===== config.mk =====
export PLATFORM = sky130hd
export DESIGN_NAME = key_pulse_gen
export DESIGN_NICKNAME = d
export VERILOG_FILES = /design/src/rtl/key_pkg.sv /design/src/rtl/key_filter_ch.sv /design/src/rtl/key_pulse_gen.sv
export SDC_FILE = /design/constraint.sdc
export NUM_CORES = 1
export LEC_CHECK = 0
export CORE_AREA = 2 2 157 159
export CTS_CLUSTER_DIAMETER = 60
export DETAILED_ROUTE_END_ITERATION = 6
export DIE_AREA = 0 0 159 161
export PLACE_DENSITY = 0.73
export SLEW_MARGIN = 10
export SYNTH_ARGS = -nofsm -noshare
export SYNTH_HDL_FRONTEND = slang
export SYNTH_SLANG_ARGS = --single-unit

===== constraint.sdc =====
create_clock -name sclk -period 2.5 [get_ports sclk]
set_input_delay 0.375 -clock sclk [delete_from_list [all_inputs] [get_ports sclk]]
set_output_delay 0.375 -clock sclk [all_outputs]
set_load 0.005 [all_outputs]

===== src/rtl/key_pkg.sv =====
// Shared definitions for the key conditioner: per-channel FSM state encoding
// and the 50 MHz default debounce / long-press counts.
package key_pkg;

    localparam int unsigned CNT_W = 26;

    // 20 ms and 1 s at 50 MHz, expressed as "cycles minus one".
    localparam logic [CNT_W-1:0] DEB_20MS = 26'd999_999;
    localparam logic [CNT_W-1:0] HOLD_1S  = 26'd49_999_999;

    // One-hot channel state.
    typedef enum logic [3:0] {
        ST_IDLE      = 4'b0001,
        ST_PRESS_DEB = 4'b0010,
        ST_DOWN      = 4'b0100,
        ST_REL_DEB   = 4'b1000
    } key_state_e;

endpackage


===== src/rtl/key_filter_ch.sv =====
// One key channel: two-flop synchroniser, press/release debounce FSM,
// long-press counter and registered event outputs.
//
// Ports:
//   sclk        - system clock
//   nrst        - asynchronous active-low reset
//   key_in      - raw key, active-low, asynchronous to sclk
//   key_press   - one-cycle pulse on debounced press
//   key_release - one-cycle pulse on debounced release
//   key_long    - one-cycle pulse once per press held long enough
//   key_level   - debounced pressed level (1 = held)
module key_filter_ch
    import key_pkg::*;
#(
    parameter logic [CNT_W-1:0] DEB_MAX  = DEB_20MS,
    parameter logic [CNT_W-1:0] LONG_MAX = HOLD_1S
) (
    input  logic sclk,
    input  logic nrst,
    input  logic key_in,
    output logic key_press,
    output logic key_release,
    output logic key_long,
    output logic key_level
);

    logic             key_meta_q;
    logic             key_s_q;
    key_state_e       state_q,     state_d;
    logic [CNT_W-1:0] deb_cnt_q,   deb_cnt_d;
    logic [CNT_W-1:0] long_cnt_q,  long_cnt_d;
    logic             long_done_q, long_done_d;
    logic             press_q,     press_d;
    logic             release_q,   release_d;
    logic             long_q,      long_d;
    logic             level_q,     level_d;

    // Synchroniser; both flops reset to "released".
    always_ff @(posedge sclk or negedge nrst) begin
        if (!nrst) begin
            key_meta_q <= 1'b1;
            key_s_q    <= 1'b1;
        end else begin
            key_meta_q <= key_in;
            key_s_q    <= key_meta_q;
        end
    end

    // State, counters and output registers.
    always_ff @(posedge sclk or negedge nrst) begin
        if (!nrst) begin
            state_q     <= ST_IDLE;
            deb_cnt_q   <= '0;
            long_cnt_q  <= '0;
            long_done_q <= 1'b0;
            press_q     <= 1'b0;
            release_q   <= 1'b0;
            long_q      <= 1'b0;
            level_q     <= 1'b0;
        end else begin
            state_q     <= state_d;
            deb_cnt_q   <= deb_cnt_d;
            long_cnt_q  <= long_cnt_d;
            long_done_q <= long_done_d;
            press_q     <= press_d;
            release_q   <= release_d;
            long_q      <= long_d;
            level_q     <= level_d;
        end
    end

    // Next-state and next-output logic.
    always_comb begin
        state_d     = state_q;
        deb_cnt_d   = '0;
        long_cnt_d  = long_cnt_q;
        long_done_d = long_done_q;
        press_d     = 1'b0;
        release_d   = 1'b0;
        long_d      = 1'b0;
        level_d     = 1'b0;

        // Bounce checks are tested before the terminal count, so a sample
        // that disagrees always wins over acceptance in the same cycle.
        unique case (state_q)
            ST_IDLE: begin
                if (!key_s_q) begin
                    state_d = ST_PRESS_DEB;
                end
            end
            ST_PRESS_DEB: begin
                if (key_s_q) begin
                    state_d = ST_IDLE;
                end else if (deb_cnt_q == DEB_MAX) begin
                    state_d = ST_DOWN;
                    press_d = 1'b1;
                end else begin
                    deb_cnt_d = deb_cnt_q + CNT_W'(1);
                end
            end
            ST_DOWN: begin
                if (key_s_q) begin
                    state_d = ST_REL_DEB;
                end
            end
            ST_REL_DEB: begin
                if (!key_s_q) begin
                    state_d = ST_DOWN;
                end else if (deb_cnt_q == DEB_MAX) begin
                    state_d   = ST_IDLE;
                    release_d = 1'b1;
                end else begin
                    deb_cnt_d = deb_cnt_q + CNT_W'(1);
                end
            end
            default: begin
                state_d = ST_IDLE;
            end
        endcase

        // Hold time accumulates only while settled down; release bounces
        // pause it rather than restarting it.
        if ((state_q == ST_DOWN) && (long_cnt_q != LONG_MAX)) begin
            long_cnt_d = long_cnt_q + CNT_W'(1);
        end

        // The done flag limits the long event to one per press even though
        // the counter stays saturated.
        if ((long_cnt_q == LONG_MAX) && !long_done_q) begin
            long_d      = 1'b1;
            long_done_d = 1'b1;
        end

        if (state_d == ST_IDLE) begin
            long_cnt_d  = '0;
            long_done_d = 1'b0;
        end

        level_d = (state_d == ST_DOWN) || (state_d == ST_REL_DEB);
    end

    assign key_press   = press_q;
    assign key_release = release_q;
    assign key_long    = long_q;
    assign key_level   = level_q;

endmodule


===== src/rtl/key_pulse_gen.sv =====
// Multi-channel push-button conditioner: turns raw bouncing active-low keys
// into clean single-cycle press / release / long-press pulses plus a
// debounced level, one independent key_filter_ch per channel.
//
// Ports:
//   sclk        - system clock (50 MHz)
//   nrst        - asynchronous active-low reset
//   key_in      - raw keys, active-low, asynchronous to sclk
//   key_press   - one-cycle pulse per debounced press
//   key_release - one-cycle pulse per debounced release
//   key_long    - one-cycle pulse once per long hold
//   key_level   - debounced pressed level, 1 = held
module key_pulse_gen
    import key_pkg::*;
#(
    parameter int unsigned      KEY_W    = 4,
    parameter logic [CNT_W-1:0] DEB_MAX  = DEB_20MS,
    parameter logic [CNT_W-1:0] LONG_MAX = HOLD_1S
) (
    input  logic             sclk,
    input  logic             nrst,
    input  logic [KEY_W-1:0] key_in,
    output logic [KEY_W-1:0] key_press,
    output logic [KEY_W-1:0] key_release,
    output logic [KEY_W-1:0] key_long,
    output logic [KEY_W-1:0] key_level
);

    // One fully independent filter per key.
    for (genvar g = 0; g < KEY_W; g++) begin : g_ch
        key_filter_ch #(
            .DEB_MAX  (DEB_MAX),
            .LONG_MAX (LONG_MAX)
        ) u_ch (
            .sclk        (sclk),
            .nrst        (nrst),
            .key_in      (key_in[g]),
            .key_press   (key_press[g]),
            .key_release (key_release[g]),
            .key_long    (key_long[g]),
            .key_level   (key_level[g])
        );
    end

endmodule


==> results.json, run 1 <==
{
  "p_leak_nw": 5.52,
  "grt_max_degree": 71,
  "cts_inserted_buffers": 29,
  "p_clk_share_pct": 50.2,
  "period_share_pct": 94.3,
  "cp.arrival_ns": 2.76,
  "reg2regPathDepth": 7,
  "slowest_delay_ns": 0.72,
  "vias_per_cell": 5.78,
  "multi_input_area_um2": 6170,
  "cts_max_path_buffers": 3,
  "drt_pass1_iterations": 5,
  "synthArstFlopShare_pct": 100,
  "power_density_nw_per_um2": 633,
  "grt_pass1_vias": 9326,
  "drc": 0,
  "antenna_found_initial": 0,
  "cts_tree": "built",
  "nNetsFinal": 1368,
  "syn_avg_cell_area_um2": 9.68,
  "hpwl_um": 16100,
  "syn-cell-area_um2": 13000,
  "path_delay_family": "simple AND/OR/NAND/NOR gates",
  "drive_gt1_share_pct": 8.80,
  "ys_warn_count": 0,
  "numClockSinks": 252,
  "synth.largest_area_cell": "dfrtp_1",
  "synth_edf_count": 0,
  "fin_area_um2": 14600,
  "hp-start": "key_in[0]",
  "slowest_stage": "or4_1",
  "synth_top_flop_cell": "dfrtp_1",
  "critPathMaxFanout": 28,
  "dieHeight_um": 161,
  "synth_nets": 1353,
  "routed_wirelength_um": 25000,
  "slew_violations": 0,
  "hold_path.class": "primary input to flop",
  "required_ns": 2.91,
  "area_growth_pct": 12.9,
  "ys_seq_area_share_pct": 48.8,
  "synth_cells": 1339,
  "track_usage_pct": 19.8,
  "hold_ws_ns": 0.239,
  "grt_pass1_wl_um": 44000,
  "via_count": 9815,
  "fin_tns_setup_ns": 0,
  "status": "finished, final reports clean",
  "critical_path.startpoint": "g_ch[1].u_ch.deb_cnt_q[0]",
  "cap_violations": 0,
  "worst_pin_slew_ns": 0.660,
  "yosysMostFrequentCell": "dfrtp_1",
  "num_io_pins": 22,
  "num_rows": 57,
  "skew_ns": 0.00924,
  "fillers": 2006,
  "synthTopCellsByArea": "dfrtp_1, nor2_1, xnor2_1, xor2_1, nand3_1",
  "htree_levels": 1,
  "ys_top_cells_by_count": "dfrtp_1, nor2_1, nand3_1",
  "internal_power_w": 0.00727,
  "die_area_um2": 25600,
  "clkSlewWorstSetupHoldPaths_ns": 0.06,
  "port_buffers": 21,
  "ff_latch_area_um2": 6320,
  "placeableCoreArea_um2": 24000,
  "finalHoldViolCount": 0,
  "switching_share_pct": 21.5,
  "ys_ff_latch": 252,
  "synthDistinctLibCells": 69,
  "max-slew-margin-rel_pct": 55.6,
  "peakVddDrop_mv": 0.553,
  "cts-root-buf": "clkbuf_16",
  "grt_overflow": 0,
  "rsz0062_at_grt": "false",
  "drt_iter0_drc": 570,
  "die_w_um": 159,
  "setup_violations": 0,
  "power_frac_seq_pct": 45.2,
  "initial_core_util_pct": 54.1,
  "combPwrFrac_pct": 4.6,
  "gp_congestion": 0.822,
  "cp_cell_sequence": "ha_1 -> and3_1 -> nand3_1 -> or4_1 -> a31oi_4 -> buf_12 -> a21oi_1",
  "detail_route.wl_per_cell_um": 14.7,
  "fmax_mhz": 424,
  "path_depth": 7,
  "path_class": "flop to flop",
  "insertion_delay_ns": 0.54,
  "reg2reg_from": "g_ch[1].u_ch.deb_cnt_q[0]",
  "cp_num_buf_inv": 1,
  "ant_nets": 0,
  "worstSetupEndpointType": "flop",
  "yosys.area.top_type_share_pct": 46.3,
  "worstSetupStartpointType": "flop",
  "whs_path_depth": 1,
  "period_minus_slack_ns": 2.36,
  "place_area_um2": 13600,
  "switchingPower_w": 0.00199,
  "antenna_cells": 0
}
[registers in the layout (all words and copies together) (netlist names)]
| register | count |
|---|---|
| g_ch.u_ch.deb_cnt_q | 104 |
| g_ch.u_ch.key_level | 4 |
| g_ch.u_ch.key_long | 4 |
| g_ch.u_ch.key_meta_q | 4 |
| g_ch.u_ch.key_press | 4 |
| g_ch.u_ch.key_release | 4 |
| g_ch.u_ch.key_s_q | 4 |
| g_ch.u_ch.long_cnt_q | 104 |
| g_ch.u_ch.long_done_q | 4 |
| g_ch.u_ch.state_q | 16 |
[stage by stage]
stage	instances	total power, W	utilization (%)	setup slack (ns)
5_1_grt	1699	0.00957	61.0	0.0347
3_5_place_dp	1646	0.00469	56.6	0.167
4_1_cts	1699	0.00938	61.0	0.143
3_3_place_gp	1646	0.00469	56.6	0.211
2_1_floorplan	1339	0.00449	-	0.279
6_report	1699	0.00926	61.0	0.142
[routing by layer]
metal,wire [um],track usage (%)
met1,11800,27.9
met2,11800,32.4
met3,884,2.98
met4,523,5.21
met5,0,0
[layout make-up]
| class | count | area share, % |
|---|---|---|
| timing repair buffer | 55 | 4.00 |
| clock buffer | 41 | 5.61 |
| multi-input combinational | 993 | 42.2 |
| clock inverter | 11 | 1.63 |
| sequential | 252 | 43.2 |
| inverter | 23 | 0.590 |
| tap | 324 | 2.77 |
[path summary, 6_finish.rpt]
check | end | slack [ns]
worst min-delay path | g_ch[0].u_ch.key_meta_q | 0.24
worst max register to register | g_ch[1].u_ch.long_cnt_q[12] | 0.14
worst min register to register | g_ch[3].u_ch.key_s_q | 0.35
min in group asynchronous | g_ch[2].u_ch.long_cnt_q[11] | 0.41
worst max-delay path | g_ch[1].u_ch.long_cnt_q[12] | 0.14
max in group asynchronous | g_ch[0].u_ch.key_meta_q | 1.36
[cell families after synthesis]
| kind of cell | share of synthesized area (%) |
|---|---|
| adder cells (fa/ha/maj) | 0.772 |
| multiplexers | 0.164 |
| AND/OR/NAND/NOR | 29.6 |
| AO/OA/AOI/OAI | 7.08 |
| buffers and inverters | 3.69 |
| flip-flops | 48.8 |
| XOR/XNOR | 9.93 |
[power by group through the flow]
stage,combinational [W],sequential (W),clock (W)
6_report,0.000426,0.00419,0.00464
3_5_place_dp,0.000433,0.00426,0
2_1_floorplan,0.000266,0.00422,0
3_3_place_gp,0.000427,0.00426,0
5_1_grt,0.000478,0.00420,0.00490
4_1_cts,0.000437,0.00419,0.00476
[what timing repair did]
action	in CTS	in global routing
endpoints found under the setup margin	0	1
gates resized for setup	0	1
setup buffers	0	0
hold buffers	1	0
hold endpoints to repair	64	0
[placed cells by master (no fill, tap or decap), drive strengths merged, types with 4 or more instances in the layout]
cell and n:
a2111oi 4, a21oi 57, and2 9, and3 27, and4 25, buf 34
bufinv 7, clkbuf 41, clkdlybuf4s50 20, dfrtp 240, dfstp 12, ha 8
inv 23, nand2 75, nand2b 11, nand3 83, nand3b 12, nand4 59
nor2 211, nor2b 9, nor3 38, nor3b 4, nor4 36, nor4b 18
o211ai 5, o21ai 21, o31ai 32, or3 16, or4 44, or4b 10
xnor2 79, xor2 68
Note: power is estimated with default switching activity, not from simulation.
==> run 2: changes to the inputs <==
--- a/config.mk
+++ b/config.mk
@@ -7,9 +7,10 @@
 export LEC_CHECK = 0
 export CORE_AREA = 2 2 157 159
 export CTS_CLUSTER_DIAMETER = 60
+export CTS_CLUSTER_SIZE = 30
 export DETAILED_ROUTE_END_ITERATION = 6
 export DIE_AREA = 0 0 159 161
-export PLACE_DENSITY = 0.73
+export PLACE_DENSITY = 0.8
 export SLEW_MARGIN = 10
 export SYNTH_ARGS = -nofsm -noshare
 export SYNTH_HDL_FRONTEND = slang
==> run 2 against run 1 <==
  * Flip-flop and latch count is the same
  * Clock power fell by 21%
  * Non-clock buffer count fell by 1
  * Clock-buffer cell count fell by 16
  * Die area is the same
  * Worst hold slack gained 0.021 ns
  * Clock skew grew 0.0052 ns
  * Combinational power down 2%
  * Global-route usage is 0.16 points higher
  * Worst setup slack gained 0.020 ns
==> results.json, run 2 (synthesis gave the netlist of run 1 again) <==
{
  "status": "finished, final reports clean",
  "antenna_found_initial": 0,
  "grt_overflow": 0,
  "port_buffers": 21,
  "track_usage_pct": 20.0,
  "detail_route.wl_per_cell_um": 14.8,
  "slowest_stage": "or4_1",
  "initial_core_util_pct": 54.1,
  "path_class": "flop to flop",
  "nNetsFinal": 1361,
  "numClockSinks": 252,
  "dieHeight_um": 161,
  "placeableCoreArea_um2": 24000,
  "num_io_pins": 22,
  "regToRegSetupSlack_ns": 0.16,
  "cts_tree": "built",
  "reg_top3": "g_ch.u_ch.deb_cnt_q x104, g_ch.u_ch.long_cnt_q x104, g_ch.u_ch.state_q x16",
  "whs_path_depth": 1,
  "required_ns": 2.89,
  "power_density_nw_per_um2": 577,
  "worst_pin_slew_ns": 0.824,
  "peakVddDrop_mv": 0.412,
  "hold_path.class": "primary input to flop",
  "finalPower_w": 0.00828,
  "ant_nets": 0,
  "wl_met3_um": 809,
  "hpwl_um": 16500,
  "finalHoldViolCount": 0,
  "fmax_mhz": 428,
  "hold_ws_ns": 0.260,
  "period_minus_slack_ns": 2.34,
  "drt_iter0_drc": 628,
  "routed_wirelength_um": 25000,
  "die_w_um": 159,
  "reg2regPathDepth": 7,
  "critPathMaxFanout": 28,
  "fin_util_pct": 59.9,
  "top_layer_used": "met4",
  "area_growth_pct": 10.7,
  "grt_max_degree": 66,
  "cts_max_path_buffers": 3,
  "via_count": 9828,
  "hp-start": "key_in[3]",
  "route.met2.wl_um": 12100,
  "wl_met1_um": 11600,
  "hold_path_end": "g_ch[3].u_ch.key_meta_q",
  "htree_levels": 1,
  "cp_cell_sequence": "ha_1 -> and3_1 -> nand3_1 -> or4_1 -> a31oi_4 -> buf_12 -> a21oi_1",
  "fin_tns_setup_ns": 0,
  "slew_violations": 0,
  "reg2reg_from": "g_ch[1].u_ch.deb_cnt_q[0]",
  "cap_violations": 0,
  "worstSetupEndpointType": "flop",
  "period_share_pct": 93.5,
  "p_leak_nw": 5.40,
  "skew_ns": 0.0144,
  "r2r-end": "g_ch[1].u_ch.long_cnt_q[4]",
  "antenna_cells": 0,
  "slowest_delay_ns": 0.71,
  "grt_pass1_vias": 9608,
  "die_area_um2": 25600,
  "worstSetupStartpointType": "flop",
  "final_cell_mix": "dfrtp_1, nor2_1, nand3_1",
  "clkSlewWorstSetupHoldPaths_ns": 0.07,
  "cts_inserted_buffers": 23,
  "drc": 0,
  "insertion_delay_ns": 0.52,
  "final_common_cell": "dfrtp_1",
  "vias_per_cell": 5.83,
  "setup_violations": 0,
  "gp_congestion": 0.826,
  "cp.arrival_ns": 2.73,
  "drt_pass1_iterations": 5,
  "grt_pass1_wl_um": 44600,
  "num_rows": 57,
  "rsz0062_at_grt": "false",
  "drive_gt1_share_pct": 8.44,
  "cts-root-buf": "clkbuf_16",
  "max-slew-margin-rel_pct": 44.7
}
run 2: changes by cell type in the layout (fill, tap and decap cells not counted), sizes merged:
cell,before,now
buf,34,33
bufinv,7,2
clkbuf,41,25
clkinv,2,8
clkinvlp,2,1
inv,23,28
run 2: per-stage QoR:
stage,instance area (um2),cells,setup slack [ns]
2_1_floorplan,13000,1339,0.279
3_3_place_gp,13500,1645,0.267
3_5_place_dp,13500,1645,0.174
4_1_cts,14400,1687,0.168
5_1_grt,14400,1687,0.000359
6_report,14400,1687,0.162
run 2: where the power goes:
| group | total [W] | switching (W) | leakage [nW] | internal (W) |
|---|---|---|---|---|
| Clock | 0.00367 | 0.00167 | 0.388 | 0.00200 |
| Sequential | 0.00419 | 0.0000689 | 3.48 | 0.00412 |
| Combinational | 0.000416 | 0.000275 | 1.54 | 0.000141 |
run 2: worst max path at each step:
| stage | from | end | slack [ns] |
|---|---|---|---|
| final | g_ch[1].u_ch.deb_cnt_q[0] | g_ch[1].u_ch.long_cnt_q[4] | 0.16 |
| after global routing | g_ch[1].u_ch.deb_cnt_q[0] | g_ch[1].u_ch.long_cnt_q[4] | 0.0004 |
| after floorplan | g_ch[1].u_ch.deb_cnt_q[0] | g_ch[1].u_ch.long_cnt_q[10] | 0.28 |
| after detailed placement | g_ch[1].u_ch.deb_cnt_q[0] | g_ch[1].u_ch.long_cnt_q[13] | 0.17 |
| after CTS | g_ch[1].u_ch.deb_cnt_q[0] | g_ch[1].u_ch.long_cnt_q[4] | 0.17 |
| after global placement | g_ch[1].u_ch.deb_cnt_q[0] | g_ch[1].u_ch.long_cnt_q[14] | 0.27 |
run 2: layout make-up:
class                      count  area, um2
clock inverter                16        200
multi-input combinational    993       6170
sequential                   252       6320
timing repair buffer          54        578
fill                        2024       9610
clock buffer                  25        593
inverter                      23       86.3
tap                          324        405
run 2: repair_timing:
action                    in CTS  in global routing
hold buffers                   1                  0
hold endpoints to repair      55                  0
gates resized for setup        0                  0
buffers inserted               0                  0
run 2: worst max-delay path: cells and delay by family, from the launching register on:
kind	cells	cell delay [ns]
buffers and inverters	1	0.20
AOI/OAI and AO/OA	2	0.32
and+or+nand+nor	3	1.11
DFF	1	0.39
adders and majority gates	1	0.19
run 2: layer usage:
layer | track usage (%) | vias up
met3 | 2.08 | 43
met2 | 33.3 | 164
li1 | - | 4817
met4 | 5.87 | 0
met5 | 0 | -
met1 | 27.9 | 4804
